<file path="src/rtl/guess_round_ctrl.sv">
// Round controller for a number-guessing game: fetches a secret from a target
// source, runs the per-round countdown, judges guesses and tracks level progress.
module guess_round_ctrl #(
  parameter int ROUND_TIME       = 30,
  parameter int ROUNDS_PER_LEVEL = 3
) (
  input  logic       clk,
  input  logic       restart,
  input  logic       confirmButton,
  input  logic       sec_tick,
  input  logic [9:0] guess,
  input  logic [1:0] max_digit,
  input  logic [2:0] max_wrong,
  output logic       target_req,
  input  logic       target_valid,
  input  logic [9:0] target,
  output logic [2:0] round,
  output logic [2:0] incorrect_guesses,
  output logic [6:0] timer,
  output logic       hit,
  output logic       miss,
  output logic       invalid,
  output logic       level_done,
  output logic       timeout,
  output logic       busy
);

  localparam logic [6:0] ROUND_TIME_W = 7'(ROUND_TIME);
  localparam logic [2:0] ROUNDS_W     = 3'(ROUNDS_PER_LEVEL);

  typedef enum logic [2:0] {
    S_IDLE,
    S_LOAD,
    S_PLAY,
    S_CHECK,
    S_DONE
  } state_t;

  state_t     state, state_d;
  logic [2:0] round_d, incorrect_d;
  logic [6:0] timer_d, timer_dec;
  logic [9:0] secret, secret_d;
  logic [9:0] guess_q, guess_d;
  logic [9:0] guess_limit;
  logic [1:0] max_digit_q;
  logic       confirm_prev;
  logic       level_pend, level_pend_d;
  logic       hit_d, miss_d, invalid_d, timeout_d;
  logic       md_changed, confirm_edge;

  assign md_changed   = (max_digit != max_digit_q);
  assign confirm_edge = confirmButton & ~confirm_prev;
  assign timer_dec    = (timer == 7'd0) ? 7'd0 : timer - 7'd1;
  assign busy         = (state != S_IDLE) && (state != S_DONE);

  always_comb begin
    case (max_digit)
      2'd1:    guess_limit = 10'd10;
      2'd2:    guess_limit = 10'd100;
      default: guess_limit = 10'd1000;
    endcase
  end

  always_comb begin
    // NOTE: every output of this block gets a default first, so no path can infer a latch.
    state_d      = state;
    round_d      = round;
    incorrect_d  = incorrect_guesses;
    timer_d      = timer;
    secret_d     = secret;
    guess_d      = guess_q;
    level_pend_d = 1'b0;
    hit_d        = 1'b0;
    miss_d       = 1'b0;
    invalid_d    = 1'b0;
    timeout_d    = 1'b0;
    target_req   = 1'b0;

    case (state)
      S_IDLE: begin
        if (max_digit != 2'd0) begin
          state_d     = S_LOAD;
          round_d     = 3'd0;
          incorrect_d = 3'd0;
        end
      end

      S_LOAD: begin
        if (md_changed) begin
          round_d     = 3'd0;
          incorrect_d = 3'd0;
          timer_d     = 7'd0;
          state_d     = (max_digit != 2'd0) ? S_LOAD : S_IDLE;
        end else begin
          target_req = 1'b1;
          if (target_valid) begin
            secret_d = target;
            timer_d  = ROUND_TIME_W;
            state_d  = S_PLAY;
          end
        end
      end

      S_PLAY: begin
        if (md_changed) begin
          round_d     = 3'd0;
          incorrect_d = 3'd0;
          timer_d     = 7'd0;
          state_d     = (max_digit != 2'd0) ? S_LOAD : S_IDLE;
        end else begin
          if (sec_tick) timer_d = timer_dec;
          // A confirm edge wins over expiry so a last-second guess is still judged.
          if (confirm_edge) begin
            guess_d = guess;
            state_d = S_CHECK;
          end else if (sec_tick && timer_dec == 7'd0) begin
            timeout_d = 1'b1;
            state_d   = S_DONE;
          end
        end
      end

      S_CHECK: begin
        if (guess_q >= guess_limit) begin
          invalid_d = 1'b1;
          state_d   = (timer == 7'd0) ? S_DONE : S_PLAY;
        end else if (guess_q == secret) begin
          hit_d   = 1'b1;
          round_d = round + 3'd1;
          if (round + 3'd1 == ROUNDS_W) begin
            level_pend_d = 1'b1;
            state_d      = S_DONE;
          end else begin
            state_d = S_LOAD;
          end
        end else begin
          miss_d      = 1'b1;
          incorrect_d = (incorrect_guesses == 3'd7) ? 3'd7 : incorrect_guesses + 3'd1;
          state_d     = (incorrect_d >= max_wrong || timer == 7'd0) ? S_DONE : S_PLAY;
        end
      end

      S_DONE: begin
        if (max_digit == 2'd0) begin
          state_d = S_IDLE;
        end else if (md_changed) begin
          round_d     = 3'd0;
          incorrect_d = 3'd0;
          timer_d     = 7'd0;
          state_d     = S_LOAD;
        end
      end

      default: state_d = S_IDLE;
    endcase
  end

  // level_done trails the final hit by one cycle so event pulses never overlap.
  always_ff @(posedge clk or posedge restart) begin
    if (restart) begin
      state             <= S_IDLE;
      round             <= 3'd0;
      incorrect_guesses <= 3'd0;
      timer             <= 7'd0;
      secret            <= 10'd0;
      guess_q           <= 10'd0;
      max_digit_q       <= 2'd0;
      confirm_prev      <= 1'b1;
      level_pend        <= 1'b0;
      hit               <= 1'b0;
      miss              <= 1'b0;
      invalid           <= 1'b0;
      level_done        <= 1'b0;
      timeout           <= 1'b0;
    end else begin
      // NOTE: state registers use non-blocking assignment so every flop samples pre-edge values.
      state             <= state_d;
      round             <= round_d;
      incorrect_guesses <= incorrect_d;
      timer             <= timer_d;
      secret            <= secret_d;
      guess_q           <= guess_d;
      max_digit_q       <= max_digit;
      confirm_prev      <= confirmButton;
      level_pend        <= level_pend_d;
      hit               <= hit_d;
      miss              <= miss_d;
      invalid           <= invalid_d;
      level_done        <= level_pend;
      timeout           <= timeout_d;
    end
  end

endmodule
</file>
<file path="config.mk">
export PLATFORM = sky130hd
export DESIGN_NAME = guess_round_ctrl
export DESIGN_NICKNAME = d
export VERILOG_FILES = /design/src/rtl/guess_round_ctrl.sv
export SDC_FILE = /design/constraint.sdc
export NUM_CORES = 1
export LEC_CHECK = 0
export BUFFER_PORTS_ARGS = -buffer_cell sky130_fd_sc_hd__clkbuf_2
export CAP_MARGIN = 20
export CORE_ASPECT_RATIO = 2
export CORE_MARGIN = 1.5
export CORE_UTILIZATION = 50
export DETAILED_ROUTE_END_ITERATION = 10
export PLACE_DENSITY = 0.73
export SETUP_SLACK_MARGIN = 0.15
export SLEW_MARGIN = 20
export SYNTH_ARGS = -nofsm -noshare
export SYNTH_HDL_FRONTEND = slang
export SYNTH_SLANG_ARGS = --single-unit
export TNS_END_PERCENT = 5
</file>
<file path="constraint.sdc">
create_clock -name clk -period 5.22 [get_ports clk]
set_input_delay 0.261 -clock clk [delete_from_list [all_inputs] [get_ports clk]]
set_output_delay 0.261 -clock clk [all_outputs]
set_load 0.01 [all_outputs]
</file>
==> impl_results.rst <==
.. list-table::
   :header-rows: 1

   * - Metric
     - Value
   * - Highest clock rate
     - 0.463 GHz
   * - DR iter-0 viols
     - 45
   * - I/O pin cnt
     - 50
   * - Distinct cell type count after synthesis
     - 59
   * - Worst-case clock skew
     - 16.9 ps
   * - Number of H-tree branching levels
     - 2
   * - Area Growth Syn to Fin
     - 11.9%
   * - Category of the worst setup path capture point
     - register
   * - Commonest non-fill, non-tap cell in the layout
     - clkbuf_2
   * - Wire length of the first global-routing pass
     - 9790 um
   * - Slew of the pin with the lowest slew margin
     - 653 ps
   * - Setup slack at placement
     - 2860 ps
   * - Area leader, netlist
     - dfrtp_1
   * - Fraction of synthesized area in multiplexers
     - 6.26%
   * - Final worst-path setup slack
     - 3060 ps
   * - Clock-pin slew reported for the worst setup and hold paths after clock tree synthesis
     - 90 ps
   * - Total number of yosys warnings
     - 0
   * - CTS root buf
     - clkbuf_8
   * - Sequential cell area fraction in the yosys report
     - 41.5%
   * - Dominant combinational cell family by area after synthesis
     - simple AND/OR/NAND/NOR gates
   * - Initial core utilization
     - 52.4%
   * - Resized cells post-CTS
     - 0
   * - Row Count
     - 37
   * - XOR/XNOR share of the synthesized area
     - 4.19%
   * - Deepest clock path buffer count
     - 2
   * - Congestion Overflow GR
     - 0
   * - Count of final hold-check violations
     - 0
   * - Worst hold slack
     - 38.5 ps
   * - Final instance area
     - 3040 um2
   * - Area share of fa/ha/maj cells after synthesis
     - 8.74%
   * - Fillers
     - 502
   * - Total of flip-flops plus latches after synthesis
     - 45
   * - GPL Wtd Cong
     - 0.901
   * - Final Power
     - 0.00122 W
   * - TritonCTS buffer count
     - 5
   * - Via count of the first global-routing pass
     - 2138
   * - HPWL reported at the end of detailed placement
     - 4440 um
   * - Element type at the critical path start
     - register
   * - Number of enable-type register cells in the synthesized netlist
     - 0
   * - Number of remaining DRC errors
     - 0
   * - Synthesized area
     - 2720 um2
   * - Iteration count of the initial detailed-routing pass
     - 4
   * - Insertion delay to the later sink of the worst-skew pair
     - 320 ps
   * - Final net count
     - 368
   * - Signal arrival time at the worst endpoint
     - 2390 ps
   * - Pins over their slew limit
     - 0
   * - Worst supply voltage drop on vdd
     - 0.332 mV
   * - Detailed-route vias per instance
     - 5.50
   * - Type of the tightest min-delay check
     - in2reg
   * - Slew HR
     - 56.4%
   * - Number of buffers added to fix hold violations after cts
     - 0
   * - Number of max-cap violations
     - 0
   * - Share of cells above drive strength 1
     - 27.2%
   * - # diodes
     - 0
   * - Critical Path Fanout Max
     - 4
   * - Area fraction of the dominant cell type after synthesis
     - 40.5%
   * - Prevailing post-synth register cell
     - dfrtp_1
   * - Post-synthesis net count
     - 321
   * - Die Height
     - 107 um
   * - Synth Area in Compound Gates
     - 12.9%
   * - Clock sink total
     - 45
   * - Simple-gate share of the synthesized area
     - 20.9%
   * - Largest net degree at the start of global routing
     - 46
   * - Wirelength per Cell
     - 15.0 um
   * - Count of buffers inserted at the top-level ports
     - 49
   * - Core region area
     - 5180 um2
   * - Post-CTS Setup Bufs
     - 0
   * - Total die area
     - 5920 um2
   * - Req. time, crit path
     - 5450 ps
   * - Final period util
     - 41.4%
   * - Final setup fails
     - 0
   * - Overall routed net length
     - 5680 um
   * - FFs w/ async S/R, synth
     - 100%
   * - Global Route Usage Sum
     - 23.1%
   * - Crit Path Category
     - reg2reg
   * - Outcome
     - completed
   * - Gate count after technology mapping
     - 272
   * - Cell Pwr Density
     - 400 nW/um2
   * - ANT nets after route
     - 0
   * - TritonCTS clock tree
     - built
   * - Top cells by area, synth
     - dfrtp_1, ha_1, nand2_1
   * - DIE WIDTH
     - 55.1 um
   * - Leading cell types in the layout, fill and taps excluded
     - clkbuf_2, dfrtp_1, nand2_1
   * - Post-layout min period
     - 2160 ps
   * - Placed cell area
     - 2950 um2
   * - Count of vias placed by the detailed router
     - 2080
   * - Pleak
     - 1.62 nW
   * - Unrepaired setup endpoints after global routing
     - false
   * - Setup TNS
     - 0 ps
   * - Avg Synthesized Cell Area
     - 10.0 um2
   * - Initial antenna violation count
     - 0
==> critical path, cell delays in order, from the launching register on <==
cell,delay [ps]
dfrtp_1,460
ha_1,340
a211oi_1,240
nor2b_1,80
o31ai_2,360
and2_1,230
nand3_1,170
o22ai_1,200
==> metal layers <==
metal / share of wire [%] / global-route usage, % / vias to the layer above
li1: - / - / 1031
met4: 2.1 / 8.71 / 0
met5: 0 / 0 / -
met1: 37 / 24.9 / 998
met3: 3.3 / 4.31 / 8
met2: 58 / 41.7 / 43
==> stage by stage <==
step / util [%] / cells
global placement: 56.9 / 370
global route: 58.7 / 378
CTS: 58.7 / 378
detailed placement: 56.9 / 370
finish: 58.7 / 378
floorplan: - / 272
==> cell type report <==
class	instances	area [um2]	area share, %
inverter	15	56.3	1.85
clock inverter	3	22.5	0.740
sequential	45	1130	37.0
timing repair buffer	50	253	8.31
multi-input combinational	202	1440	47.4
clock buffer	5	68.8	2.26
tap	58	72.6	2.38
==> power by group <==
group / internal (W) / total, W / switching, W
Combinational: 0.000221 / 0.000483 / 0.000262
Sequential: 0.000423 / 0.000510 / 0.0000868
Clock: 0.0000940 / 0.000224 / 0.000130
==> cell families after synthesis <==
kind of cell	count (synthesis)
xor+xnor	13
flops	45
mux	12
fa+ha+maj	19
compound gates	52
simple gates	106
buf+inv	25
==> sequential cells by signal (all words and copies together), names as in the netlist, 2 cells and up <==
name               count
guess_q               10
secret                10
timer                  7
incorrect_guesses      3
round                  3
state                  3
max_digit_q            2
==> worst paths after layout <==
check | start | end | slack, ps | depth (start not counted)
worst min register to register | level_pend | level_done | 360 | 0
worst min-delay path | confirmButton | confirm_prev | 40 | 1
min in group asynchronous | restart | max_digit_q[1] | 50 | 3
max in group asynchronous | restart | secret[3] | 4770 | 3
worst max-delay path | guess_q[3] | round[1] | 3060 | 7
worst max register to register | guess_q[3] | round[1] | 3060 | 7
==> cells in the mapped netlist (2+ instances only) <==
cell,n
or3_1,3
buf_6,3
xnor2_1,9
o21ai_1,4
nand4_1,3
a21oi_1,11
dfrtp_1,44
buf_4,3
nand3b_1,3
or2_2,3
ha_1,19
o21ai_2,2
inv_1,15
nand2b_1,4
o22ai_1,2
nand4b_1,2
xor2_1,4
and2_1,2
nand3_1,5
o21ai_0,11
a21o_1,4
nand2_1,43
a211oi_1,3
mux2i_1,2
a211o_1,4
nor2b_1,4
mux2_4,10
nor2_1,15
or2_1,3
nor2_2,2
clkbuf_8,2
Note: power is estimated with default switching activity, not from simulation.
